File: src/rtl/sal_cfg_regfile.sv
// sal_cfg_regfile: APB-programmable DDR2 timing register file.
// Software fills NUM_SET shadow timing sets, then requests a commit; the
// selected set is copied into the active timing outputs only while the
// controller is idle, so timing never changes under an in-flight command.
// Reset values come from the T_*_VALUE macros. A project-wide
// SAL_DDR2_PARAMS.svh compiled ahead of this file overrides the fallbacks below.

`ifndef T_RCD_VALUE
`define T_RCD_VALUE 4
`endif
`ifndef T_RP_VALUE
`define T_RP_VALUE 4
`endif
`ifndef T_RAS_VALUE
`define T_RAS_VALUE 12
`endif
`ifndef T_RFC_VALUE
`define T_RFC_VALUE 51
`endif
`ifndef T_RTP_VALUE
`define T_RTP_VALUE 2
`endif
`ifndef T_WTP_VALUE
`define T_WTP_VALUE 8
`endif
`ifndef T_RRD_VALUE
`define T_RRD_VALUE 3
`endif
`ifndef T_CCD_VALUE
`define T_CCD_VALUE 2
`endif
`ifndef T_WTR_VALUE
`define T_WTR_VALUE 3
`endif
`ifndef T_RTW_VALUE
`define T_RTW_VALUE 4
`endif

module sal_cfg_regfile #(
    parameter int NUM_SET = 4,
    parameter int TW      = 8
) (
    input  logic             clk,
    input  logic             rst_n,
    input  logic             psel_i,
    input  logic             penable_i,
    input  logic             pwrite_i,
    input  logic [11:0]      paddr_i,
    input  logic [31:0]      pwdata_i,
    output logic             pready_o,
    output logic [31:0]      prdata_o,
    output logic             pslverr_o,
    input  logic             ctrl_idle_i,
    output logic [10*TW-1:0] timing_o,
    output logic [3:0]       active_set_o,
    output logic             commit_pending_o,
    output logic             commit_done_o
);

    localparam int NF = 10;
    localparam int unsigned DEF_VAL [NF] = '{
        `T_RCD_VALUE, `T_RP_VALUE, `T_RAS_VALUE, `T_RFC_VALUE, `T_RTP_VALUE,
        `T_WTP_VALUE, `T_RRD_VALUE, `T_CCD_VALUE, `T_WTR_VALUE, `T_RTW_VALUE
    };

    logic [TW-1:0] shadow_q [NUM_SET][NF];
    logic [TW-1:0] active_q [NF];
    logic [3:0]    sel_q;
    logic [3:0]    active_set_q;
    logic          pending_q;
    logic          done_q;
    logic [7:0]    count_q;
    logic          rd_wait_q;
    logic          rd_err_q;
    logic [31:0]   prdata_q;

    logic          access;
    logic          wr_acc;
    logic          rd_first;
    logic          rd_last;
    logic [11:0]   off;
    int            s_idx;
    int            f_idx;
    logic          is_ctrl;
    logic          is_status;
    logic          is_shadow;
    logic [TW-1:0] shadow_rd;
    logic [3:0]    sel_new;
    logic          wr_err;
    logic          rd_err;
    logic [31:0]   rd_data;
    logic          ctrl_we;
    logic          shadow_we;
    logic          apply;
    logic          unused_ok;

    assign access   = psel_i & penable_i;
    assign wr_acc   = access & pwrite_i;
    assign rd_first = access & ~pwrite_i & ~rd_wait_q;
    assign rd_last  = access & ~pwrite_i & rd_wait_q;
    assign sel_new  = pwdata_i[7:4];
    assign apply    = pending_q & ctrl_idle_i;

    // Address decode: CTRL, STATUS, or shadow field (set s, field f).
    always_comb begin
        off       = paddr_i - 12'h100;
        s_idx     = int'(off[11:6]);
        f_idx     = int'(off[5:2]);
        is_ctrl   = (paddr_i[11:2] == 10'd0);
        is_status = (paddr_i[11:2] == 10'd1);
        is_shadow = (paddr_i >= 12'h100) && (s_idx < NUM_SET) && (f_idx < NF);
    end

    // Shadow read mux for the addressed field.
    always_comb begin
        shadow_rd = '0;
        for (int s = 0; s < NUM_SET; s++) begin
            for (int f = 0; f < NF; f++) begin
                if (s == s_idx && f == f_idx) begin
                    shadow_rd = shadow_q[s][f];
                end
            end
        end
    end

    // Error classification and read data; a rejected access never changes state.
    always_comb begin
        wr_err  = 1'b1;
        rd_err  = !(is_ctrl || is_status || is_shadow);
        rd_data = '0;
        if (is_ctrl) begin
            // SEL may not move under a pending commit; re-requesting the same set is harmless.
            wr_err  = (int'(sel_new) >= NUM_SET) || (pending_q && (sel_new != sel_q));
            rd_data = {24'd0, sel_q, 3'd0, pending_q};
        end else if (is_status) begin
            rd_data = {16'd0, count_q, 7'd0, pending_q};
        end else if (is_shadow) begin
            wr_err  = (pwdata_i[TW-1:0] == '0) || ((pwdata_i >> TW) != 32'd0) || pending_q;
            rd_data = 32'(shadow_rd);
        end
    end

    assign ctrl_we   = wr_acc & is_ctrl & ~wr_err;
    assign shadow_we = wr_acc & is_shadow & ~wr_err;

    assign pready_o  = wr_acc | rd_last;
    assign pslverr_o = wr_acc ? wr_err : (rd_last & rd_err_q);
    assign prdata_o  = prdata_q;

    // Read path: capture data in the first ACCESS cycle, present it in the second.
    always_ff @(posedge clk or negedge rst_n) begin
        if (!rst_n) begin
            rd_wait_q <= 1'b0;
            rd_err_q  <= 1'b0;
            prdata_q  <= '0;
        end else begin
            rd_wait_q <= rd_first;
            if (rd_first) begin
                rd_err_q <= rd_err;
                prdata_q <= rd_err ? 32'd0 : rd_data;
            end else if (!access) begin
                rd_err_q <= 1'b0;
                prdata_q <= '0;
            end
        end
    end

    // Shadow sets: software writes, blocked while a commit is pending.
    always_ff @(posedge clk or negedge rst_n) begin
        if (!rst_n) begin
            for (int s = 0; s < NUM_SET; s++) begin
                for (int f = 0; f < NF; f++) begin
                    shadow_q[s][f] <= DEF_VAL[f][TW-1:0];
                end
            end
        end else if (shadow_we) begin
            for (int s = 0; s < NUM_SET; s++) begin
                for (int f = 0; f < NF; f++) begin
                    if (s == s_idx && f == f_idx) begin
                        shadow_q[s][f] <= pwdata_i[TW-1:0];
                    end
                end
            end
        end
    end

    // Commit control: a request while already pending folds into the existing one.
    always_ff @(posedge clk or negedge rst_n) begin
        if (!rst_n) begin
            sel_q        <= '0;
            pending_q    <= 1'b0;
            done_q       <= 1'b0;
            count_q      <= '0;
            active_set_q <= '0;
        end else begin
            done_q <= apply;
            if (ctrl_we) begin
                sel_q <= sel_new;
            end
            if (apply) begin
                pending_q    <= 1'b0;
                count_q      <= count_q + 8'd1;
                active_set_q <= sel_q;
            end else if (ctrl_we && pwdata_i[0]) begin
                pending_q <= 1'b1;
            end
        end
    end

    // Active timing: whole-set copy from the selected shadow on apply.
    always_ff @(posedge clk or negedge rst_n) begin
        if (!rst_n) begin
            for (int f = 0; f < NF; f++) begin
                active_q[f] <= DEF_VAL[f][TW-1:0];
            end
        end else if (apply) begin
            for (int s = 0; s < NUM_SET; s++) begin
                if (s == int'(sel_q)) begin
                    for (int f = 0; f < NF; f++) begin
                        active_q[f] <= shadow_q[s][f];
                    end
                end
            end
        end
    end

    for (genvar g = 0; g < NF; g++) begin : g_timing
        assign timing_o[g*TW +: TW] = active_q[g];
    end

    assign active_set_o     = active_set_q;
    assign commit_pending_o = pending_q;
    assign commit_done_o    = done_q;

    assign unused_ok = ^{paddr_i[1:0], off[1:0]};

endmodule

File: config.mk
export PLATFORM = sky130hd
export DESIGN_NAME = sal_cfg_regfile
export DESIGN_NICKNAME = d
export VERILOG_FILES = /design/src/rtl/sal_cfg_regfile.sv
export SDC_FILE = /design/constraint.sdc
export NUM_CORES = 1
export LEC_CHECK = 0
export ABC_AREA = 1
export BUFFER_PORTS_ARGS = -buffer_cell sky130_fd_sc_hd__buf_2
export CORE_MARGIN = 1
export CORE_UTILIZATION = 60
export DETAILED_ROUTE_END_ITERATION = 6
export HOLD_SLACK_MARGIN = 0.06
export PLACE_DENSITY = 0.83
export SYNTH_ARGS = -nofsm -noshare
export SYNTH_HDL_FRONTEND = slang
export SYNTH_SLANG_ARGS = --single-unit
export TNS_END_PERCENT = 1
File: constraint.sdc
create_clock -name clk -period 3 [get_ports clk]
set_input_delay 0.45 -clock clk [delete_from_list [all_inputs] [get_ports clk]]
set_output_delay 0.45 -clock clk [all_outputs]
set_load 0.05 [all_outputs]
==> impl_metrics.tcl <==
set metrics [dict create \
    status "complete, but fails checks" \
    violations "DRC, setup timing" \
    worst_case_hold_slack_ns 0.227 \
    wire_length_of_the_first_global_routing_pass_um 122000 \
    critPathMostFrequentCell "sky130_fd_sc_hd__nand2_1" \
    layout.cells.most_common "sky130_fd_sc_hd__nand2_1" \
    hold_viol 0 \
    number_of_instances_in_the_synthesized_netlist 2670 \
    boundaryPins 170 \
    num-nets-final 2965 \
    core_area_sq_mm 0.0348 \
    worst_slack_ns -1.35 \
    global_route.overflow_total 0 \
    antennaDiodeCount 0 \
    clock_sinks 436 \
    critical_path.max_fanout 4 \
    dpl_cell_area_sq_mm 0.0236 \
    crit_path_top_delay_cell "sky130_fd_sc_hd__nand4_1" \
    port_buffers 151 \
    maximum_number_of_pins_on_one_net_before_global_route_repair 84 \
    detail-route-antenna-nets 0 \
    syn_area_sq_mm 0.0213 \
    report.final.slew_viol_count 0 \
    worstSkewPairLatency_ns 0.61 \
    p_leak_nw 12.2 \
    cts_buffer_depth 3 \
    fmax_mhz 230 \
    path_clk_slew_ns 0.06 \
    tmin_final_ns 4.35 \
    tritoncts_clock_tree "yes" \
    ys_ff_latch 436 \
    post_detailed_route_wirelength_per_cell_um 24.0 \
    core.rowCount 68 \
    design_area_sq_mm 0.0254 \
    overall_track_demand_over_capacity_in_global_routing_pct 46.0 \
    synth_ff_type "sky130_fd_sc_hd__dfrtp_1" \
    timing.clock.skew_ns 0.0314 \
    critical_path.endpoint_type "flip-flop" \
    initial_utilization_pct 61.3 \
    yosysSeqAreaShare_pct 51.6 \
    worstMarginPinSlew_ns 0.919 \
    die_height_um 191 \
    critPathMaxStageDelay_ns 0.32 \
    filler_cell_count 2545 \
    antenna_found_initial 0 \
    async_reset_ff_share_pct 100 \
    final_core_utilization_pct 73.0 \
    cell_at_the_root_of_the_clock_tree "sky130_fd_sc_hd__clkbuf_16" \
    floorplan.die.width_um 191 \
    gp_routability_congestion 1.05 \
    drt_first_iter_violations 2854 \
    clock_buffer_count_from_cts 46 \
    rsz0062_at_grt "true" \
    crit_path_start_kind "input pin" \
    yosys_warnings 0 \
    hpwlAfterDp_um 57500 \
    final.setup.tns_ns -7.84 \
    wirelength_um 81900 \
    dieArea_sq_mm 0.0363 \
    htreeDepth 2 \
    maxSlewHeadroom_pct 38.7 \
    fin_crit_sh_pct 145 \
    cp.required_ns 3.48 \
    layout-area-overhead-vs-synth_pct 19.1 \
    grt_pass1_vias 20149 \
    routed-via-count 21172 \
    power_per_cell_area_mw_per_mm2 485 \
    final_cell_mix "sky130_fd_sc_hd__nand2_1 (896), sky130_fd_sc_hd__dfrtp_1 (356), sky130_fd_sc_hd__o21ai_0 (349)" \
    drt_drc_violations_left 12 \
    critical_path_arrival_ns 4.82 \
    share_of_layout_cells_above_drive_strength_1_pct 19.3 \
    synth-edff-count 0 \
    synthDistinctLibCells 41 \
    synthesis.area_per_instance_sq_um 7.99 \
    timing.final.setup_violations 8 \
    path_class "input pin to flip-flop" \
    drt-vias-per-instance 6.22 \
    maxCapViolCount 0 \
    worst_hold_path_type "input pin to flip-flop" \
    ir_drop_mv 0.514 \
    detail_route.first_pass.iterations 7 \
]
[Yosys cell counts, drive strengths merged (3+ instances only)]
cell type  count  share of area (%)
dfrtp        356                 42
nor3          13               0.30
nand2        904                 16
o211ai        96                3.4
dfstp         80                9.9
o31ai         10               0.35
xor2          11               0.45
nor4           7               0.21
nor2         224                4.1
clkinv         3              0.053
mux2i         51                2.4
o21ai        352                8.3
a31oi         80                2.3
inv          168                3.0
nand4         74                2.2
or2           31               0.91
clkbuf       136                2.4
nand3         36               0.89
buf           27               0.83
[power breakdown]
part / internal [mW] / total, mW / switching, mW
Sequential: 5.89 / 5.89 / 0.000724
Combinational: 0.0977 / 0.480 / 0.382
Clock: 3.48 / 5.97 / 2.49
Total: 9.47 / 12.3 / 2.87
[worst max-delay path: cells and delay by family]
| kind | cells | cell delay, ns |
|---|---|---|
| buffers and inverters | 3 | 0.36 |
| AND/OR/NAND/NOR | 28 | 3.97 |
[registers in the layout (all words and copies together) (netlist names)]
register	flops
shadow_q	320
timing_o	80
prdata_o	16
count_q	8
active_set_o	4
sel_q	4
commit_done_o	1
commit_pending_o	1
rd_err_q	1
rd_wait_q	1
[metrics by stage]
stage	std cells	setup WS (ns)	total power, mW
after CTS	3406	-1.23	12.3
after floorplan	2685	0.127	6.16
after global placement	3316	-2.00	6.44
final	3406	-1.35	12.3
after detailed placement	3316	-1.93	6.45
after global routing	3406	-1.46	12.6
[final cells by class]
cell class	instances	area, sq um	area share (%)
Clock inverter	18	213	0.837
Sequential cell	436	11000	43.3
Inverter	171	643	2.53
Tap cell	455	569	2.24
Multi-Input combinational cell	1915	9200	36.2
Clock buffer	67	1350	5.32
Timing Repair Buffer	344	2430	9.57
[path summary, 6_finish.rpt]
| check | depth (start not counted) | slack [ns] | endpoint | start |
|---|---|---|---|---|
| worst min-delay path | 3 | 0.23 | rd_wait_q$_DFF_PN0_ | pwrite_i |
| min in group asynchronous | 2 | 0.40 | count_q[5]$_DFFE_PN0P_ | rst_n |
| worst min register to register | 2 | 0.48 | prdata_o[12]$_DFFE_PN0P_ | prdata_o[12]$_DFFE_PN0P_ |
| worst max register to register | 25 | -1.19 | prdata_o[6]$_DFFE_PN0P_ | shadow_q[302]$_DFFE_PN0P_ |
| worst max-delay path | 31 | -1.35 | prdata_o[6]$_DFFE_PN0P_ | paddr_i[2] |
| max in group asynchronous | 3 | 1.68 | shadow_q[59]$_DFFE_PN1P_ | rst_n |
[what timing repair did]
| action | in CTS | in global routing |
|---|---|---|
| setup endpoints to repair | 8 | 8 |
| hold buffers | 1 | 0 |
| resized for setup | 39 | 10 |
| endpoints found under the hold margin | 49 | 0 |
| gates cloned | 0 | 0 |
| setup buffers | 4 | 0 |
| pin swaps | 25 | 18 |
[cells by family (layout without fill, tap and decap cells)]
logic type	count (synthesis)	after routing	share of synthesized area, %
adder cells (fa/ha/maj)	1	1	0.0586
buffers and inverters	334	600	6.23
XOR/XNOR	11	11	0.452
flip-flops	436	436	51.6
AND/OR/NAND/NOR	1294	1294	24.8
other	1	16	0.0176
AO/OA/AOI/OAI	542	542	14.5
multiplexers	51	51	2.39
[metal layers]
metal	global-route usage [%]	routed length [um]	part of all wire [%]
met1	61.7	30800	38
met4	29.4	6090	7.4
met5	0	0	0
met3	10.3	9770	12
met2	67.8	35300	43
(Power assumes the default switching activity.)
